**src/rtl/mem_stage.sv**
```systemverilog
// Pipeline memory stage: issues loads/stores, stalls upstream until done,
// extends load data, and aborts hung accesses through a sticky watchdog.

package util;
    function automatic logic [31:0] sext(input logic [31:0] data, input int unsigned bits);
        logic [31:0] sh;
        sh = 32 - bits;
        return $signed(data << sh) >>> sh;
    endfunction
endpackage

package core;
    localparam logic [6:0] opcode_load  = 7'b0000011;
    localparam logic [6:0] opcode_store = 7'b0100011;

    typedef struct packed {
        logic        valid;
        logic [6:0]  opcode;
        logic [2:0]  funct3;
        logic [4:0]  rd;
        logic [31:0] ex_result;
        logic [31:0] ex_addr;
        logic [31:0] rs2_value;
    } ex_mem_t;

    typedef struct packed {
        logic        valid;
        logic [6:0]  opcode;
        logic [2:0]  funct3;
        logic [4:0]  rd;
        logic [31:0] ex_result;
        logic [31:0] mem_result;
    } mem_wb_t;

    localparam mem_wb_t mem_wb_rst = '0;
endpackage

package sys;
    typedef struct packed {
        logic [31:0] addr;
        logic [1:0]  size;
    } mem_read_req_t;

    typedef struct packed {
        logic [31:0] data;
        logic        done;
    } mem_read_rsp_t;

    typedef struct packed {
        logic [31:0] addr;
        logic [1:0]  size;
        logic [31:0] data;
        logic        en;
    } mem_write_req_t;

    typedef struct packed {
        logic done;
    } mem_write_rsp_t;

    localparam mem_read_req_t  mem_read_req_rst  = '0;
    localparam mem_write_req_t mem_write_req_rst = '0;
endpackage

module mem_stage #(
    parameter int unsigned timeout_cycles = 256
) (
    input  logic                clk,
    input  logic                rst,
    input  core::ex_mem_t       ex_mem_in,
    output logic                stall_out,
    output core::mem_wb_t       mem_wb_out,
    output logic                mem_read_en,
    output sys::mem_read_req_t  mem_read_req,
    input  sys::mem_read_rsp_t  mem_read_rsp,
    output sys::mem_write_req_t mem_write_req,
    input  sys::mem_write_rsp_t mem_write_rsp,
    output logic                mem_fault
);

    typedef enum logic [1:0] {IDLE, LOAD_WAIT, STORE_WAIT} state_t;

    state_t        state;
    core::mem_wb_t hold;
    logic [31:0]   wd_cnt;
    logic          wd_expired;

    // log2 byte size; the unsigned load variants share the signed encodings
    function automatic logic [1:0] size_of(input logic is_store, input logic [2:0] f3);
        case (f3)
            3'b000:  return 2'd0;
            3'b001:  return 2'd1;
            3'b100:  return is_store ? 2'd2 : 2'd0;
            3'b101:  return is_store ? 2'd2 : 2'd1;
            default: return 2'd2;
        endcase
    endfunction

    function automatic logic [31:0] load_ext(input logic [2:0] f3, input logic [31:0] data);
        case (f3)
            3'b000:  return util::sext(data, 8);
            3'b001:  return util::sext(data, 16);
            3'b100:  return {24'd0, data[7:0]};
            3'b101:  return {16'd0, data[15:0]};
            default: return data;
        endcase
    endfunction

    function automatic core::mem_wb_t to_wb(input core::ex_mem_t ex);
        return '{valid: 1'b1, opcode: ex.opcode, funct3: ex.funct3, rd: ex.rd,
                 ex_result: ex.ex_result, mem_result: 32'd0};
    endfunction

    assign stall_out  = (state != IDLE);
    assign wd_expired = (timeout_cycles != 0) && (wd_cnt == 32'(timeout_cycles - 1));

    always_ff @(posedge clk) begin
        if (rst) begin
            state         <= IDLE;
            hold          <= core::mem_wb_rst;
            wd_cnt        <= '0;
            mem_wb_out    <= core::mem_wb_rst;
            mem_read_en   <= 1'b0;
            mem_read_req  <= sys::mem_read_req_rst;
            mem_write_req <= sys::mem_write_req_rst;
            mem_fault     <= 1'b0;
        end else begin
            case (state)
                IDLE: begin
                    wd_cnt <= '0;
                    if (!ex_mem_in.valid) begin
                        mem_wb_out.valid <= 1'b0;
                    end else if (ex_mem_in.opcode == core::opcode_load) begin
                        hold             <= to_wb(ex_mem_in);
                        mem_read_en      <= 1'b1;
                        mem_read_req     <= '{addr: ex_mem_in.ex_addr,
                                              size: size_of(1'b0, ex_mem_in.funct3)};
                        mem_wb_out.valid <= 1'b0;
                        state            <= LOAD_WAIT;
                    end else if (ex_mem_in.opcode == core::opcode_store) begin
                        hold             <= to_wb(ex_mem_in);
                        mem_write_req    <= '{addr: ex_mem_in.ex_addr,
                                              size: size_of(1'b1, ex_mem_in.funct3),
                                              data: ex_mem_in.rs2_value, en: 1'b1};
                        mem_wb_out.valid <= 1'b0;
                        state            <= STORE_WAIT;
                    end else begin
                        mem_wb_out <= to_wb(ex_mem_in);
                    end
                end
                LOAD_WAIT: begin
                    if (mem_read_rsp.done) begin
                        mem_wb_out            <= hold;
                        mem_wb_out.mem_result <= load_ext(hold.funct3, mem_read_rsp.data);
                        mem_read_en           <= 1'b0;
                        state                 <= IDLE;
                    end else if (wd_expired) begin
                        mem_read_en      <= 1'b0;
                        mem_fault        <= 1'b1;
                        mem_wb_out.valid <= 1'b0;
                        state            <= IDLE;
                    end else begin
                        wd_cnt <= wd_cnt + 32'd1;
                    end
                end
                STORE_WAIT: begin
                    if (mem_write_rsp.done) begin
                        mem_wb_out       <= hold;
                        mem_write_req.en <= 1'b0;
                        state            <= IDLE;
                    end else if (wd_expired) begin
                        mem_write_req.en <= 1'b0;
                        mem_fault        <= 1'b1;
                        mem_wb_out.valid <= 1'b0;
                        state            <= IDLE;
                    end else begin
                        wd_cnt <= wd_cnt + 32'd1;
                    end
                end
                default: state <= IDLE;
            endcase
        end
    end

endmodule

```
**config.mk**
```make
export PLATFORM = sky130hd
export DESIGN_NAME = mem_stage
export DESIGN_NICKNAME = d
export VERILOG_FILES = /design/src/rtl/mem_stage.sv
export SDC_FILE = /design/constraint.sdc
export NUM_CORES = 1
export LEC_CHECK = 0
export ABC_AREA = 1
export CAP_MARGIN = 40
export CORE_ASPECT_RATIO = 0.9
export CORE_MARGIN = 2
export CORE_UTILIZATION = 50
export CTS_BUF_LIST = sky130_fd_sc_hd__clkbuf_4 sky130_fd_sc_hd__clkbuf_8 sky130_fd_sc_hd__clkbuf_16
export DETAILED_ROUTE_END_ITERATION = 10
export DONT_BUFFER_PORTS = 1
export HOLD_SLACK_MARGIN = 0.12
export PLACE_DENSITY = 0.73
export SETUP_SLACK_MARGIN = 0.2
export SYNTH_ARGS = -nofsm -noshare
export SYNTH_HDL_FRONTEND = slang
export SYNTH_SLANG_ARGS = --single-unit
```
**constraint.sdc**
```tcl
create_clock -name clk -period 1.8 [get_ports clk]
set_input_delay 0.27 -clock clk [delete_from_list [all_inputs] [get_ports clk]]
set_output_delay 0.27 -clock clk [all_outputs]
set_load 0.01 [all_outputs]
```
==> reports/summary.txt <==
initial antenna violation count: 2
vias per cell: 5.843
synthesized net count: 1742
PD cells: 826.6 nW/µm²
FF-to-FF path depth: 11
via count of the first global-routing pass: 10.80k
vias: 12.15k
Synth Area per Inst: 7.050 µm²
Top FF cell, synth: dfxtp_1
Netlist cell types: 33
worst slack at placement: -0.02693 ns
crit path from: state[1]
leading area contributor after synthesis: dfxtp_1
synth top area cells: dfxtp_1, o21ai_0, nor2_1
proportion of layout cells with a drive suffix above 1: 20.60%
skew final: 0.01639 ns
Tot Pwr: 12.93 mW
post-DP HPWL: 23600 µm
Post-synth EDFFs: 0
# port buffers: 0
Peak Freq: 0.5620 GHz
total gr overflow: 0
R2R Setup Slk: 0.02 ns
Final period util: 98.86%
top cells by count, synth: nor2_1, o21ai_0, dfxtp_1
number of nets in the finished design: 1921
status: finished clean
Die Y-Extent: 146 µm
Clock transition at path regs: 0.06 ns
detailed-route DRC error count: 0
I/O pin count: 332
Final Hold Fails: 0
worst setup path endpoint: mem_wb_out[75]
crit-path max FO: 7
Tot GR Track Use: 29.96%
worst setup margin: 0.02051 ns
WP data required: 2.20 ns
critical path class: reg2reg
worst min path class: in2reg
CORE AREA: 21820 µm²
# rows: 51
GPL Wtd Cong: 0.8999
count leader, synth: nor2_1
cell area after placement: 11850 µm²
Least-Margin Pin Slew: 0.5315 ns
worst flop-to-flop path startpoint: state[1]
Synth Instances: 1589
first-pass GRT wire length: 57670 µm
CTS buffer count: 27
count of final setup violators: 0
starting density of the core: 51.33%
mapped cell area: 11200 µm²
htree depth: 1
clk_lat worst skew: 0.53 ns
RR Endpoint: mem_wb_out[75]
largest net degree at the start of global routing: 132
max_cap viols: 0
drt pass-1 iters: 5
Area Overhead vs Synth: 39.62%
die width: 161.8 µm
Leak: 6.072 nW
CTS Buffer Depth: 3
register bit total from synthesis: 265
yosys warns: 0
Final min period: 1.779 ns
antenna-violating nets left: 0
sequential area share after synthesis: 47.36%
Final Max Slew Viols: 0
RSZ-0062 raised after global routing: true
Synth top area share: 47.36%
Worst Setup Start Kind: flop
CTS tree: built
Filler cells: 1567
critical path endpoint category: flop
die area: 23620 µm²
Final Cell Area: 15640 µm²
Rel. slew slack: 64.56%
number of DRC markers in iteration 0: 1378
worst vdd rail ir drop: 0.6949 mV
WP data arrival: 2.18 ns
Clk Tree Root Cell: clkbuf_16
Wirelength per Cell: 20.33 µm
CTS Sinks: 265
ys async rst share: 0%
Post-Route WL: 42260 µm
==> placed cells by master, fill, tap and decap left out, types with 15 or more instances in the layout <==
master,instances
nor2_1,249
dfxtp_1,244
nand2_1,204
o21ai_0,188
dlygate4sd3_1,145
a21oi_1,141
inv_1,109
o21ai_1,71
buf_4,47
nor2_2,45
nand3_1,39
clkbuf_16,39
nor2_4,35
a21oi_2,25
o21ai_2,24
buf_12,21
nand2_2,20
buf_6,18
dfxtp_2,16
inv_2,15
==> through the flow <==
stage                     hold WS [ns]  utilization (%)  cells  setup TNS, ns
after global routing            0.1581            71.65   2078       -0.02064
after global placement          0.3449            54.31   1847              0
after detailed placement        0.3472            54.31   1847       -0.06072
final                           0.1602            71.67   2079              0
after floorplan                 0.3946                -   1589              0
after CTS                       0.1256            66.32   2048              0
==> what timing repair did <==
item | 4_1_cts | 5_1_grt
setup endpoints to repair | 185 | 219
hold buffers | 146 | 0
cloned | 3 | 16
pin swaps | 11 | 53
resized for setup | 46 | 311
setup buffers | 5 | 13
hold endpoints to repair | 260 | 0
==> worst min-delay path by stage <==
stage	slack, ns	cells past startpoint	from	endpoint
after floorplan	0.39	2	ex_mem_in[102]	mem_write_req[34]
after global placement	0.34	1	rst	wd_cnt[8]
after detailed placement	0.35	1	rst	wd_cnt[6]
after CTS	0.13	4	rst	mem_wb_out[24]
after global routing	0.16	4	rst	mem_wb_out[43]
final	0.16	4	rst	mem_wb_out[24]
==> final cells by class <==
cell class,instances,area (µm²),share of cell area (%)
inverter,135,558.0,3.568
sequential,265,5344,34.17
multi-input combinational,1091,5653,36.14
clock inverter,10,113.9,0.7280
antenna,2,5.005,0.03200
timing repair inverter,1,7.507,0.04800
tap,291,364.1,2.328
timing repair buffer,247,2813,17.98
clock buffer,37,782.0,5.000
==> worst max-delay path, stage by stage (launching register included) <==
cell and delay (ns):
dfxtp_4 0.37, inv_4 0.08, ha_4 0.17, nand2_2 0.06, nand2_2 0.10, nor2_4 0.05
nand2_4 0.13, clkinv_8 0.11, buf_12 0.17, buf_12 0.15, nor2_4 0.17, nor2_2 0.09
==> registers in the layout, indices dropped and copies added, names as in the netlist <==
signal and count:
state 2, mem_read_req 34, mem_wb_out 80, mem_read_en 1
hold 48, mem_fault 1, wd_cnt 32, mem_write_req 67
==> cell families after synthesis <==
group | synth area share (%)
DFF | 47.36
and+or+nand+nor | 22.37
AOI/OAI and AO/OA | 20.81
adders and majority gates | 0.5585
xor gates and xnor gates | 0.3909
buffers and inverters | 8.511
==> layer usage <==
metal | vias to the layer above | GRT usage (%) | share of wire [%]
met2 | 868 | 49.77 | 46
met4 | 0 | 13.14 | 6.1
met1 | 5560 | 37.16 | 36
met3 | 209 | 6.925 | 11
li1 | 5510 | - | -
met5 | - | 0 | 0
==> report_power, final <==
part | total [mW] | leakage (nW) | switching (mW) | internal [mW]
registers | 6.17 | 2.16 | 0.187 | 5.98
logic | 1.07 | 3.46 | 0.562 | 0.513
clock network | 5.69 | 0.449 | 2.36 | 3.33
Power figures use the tool's default switching activity.
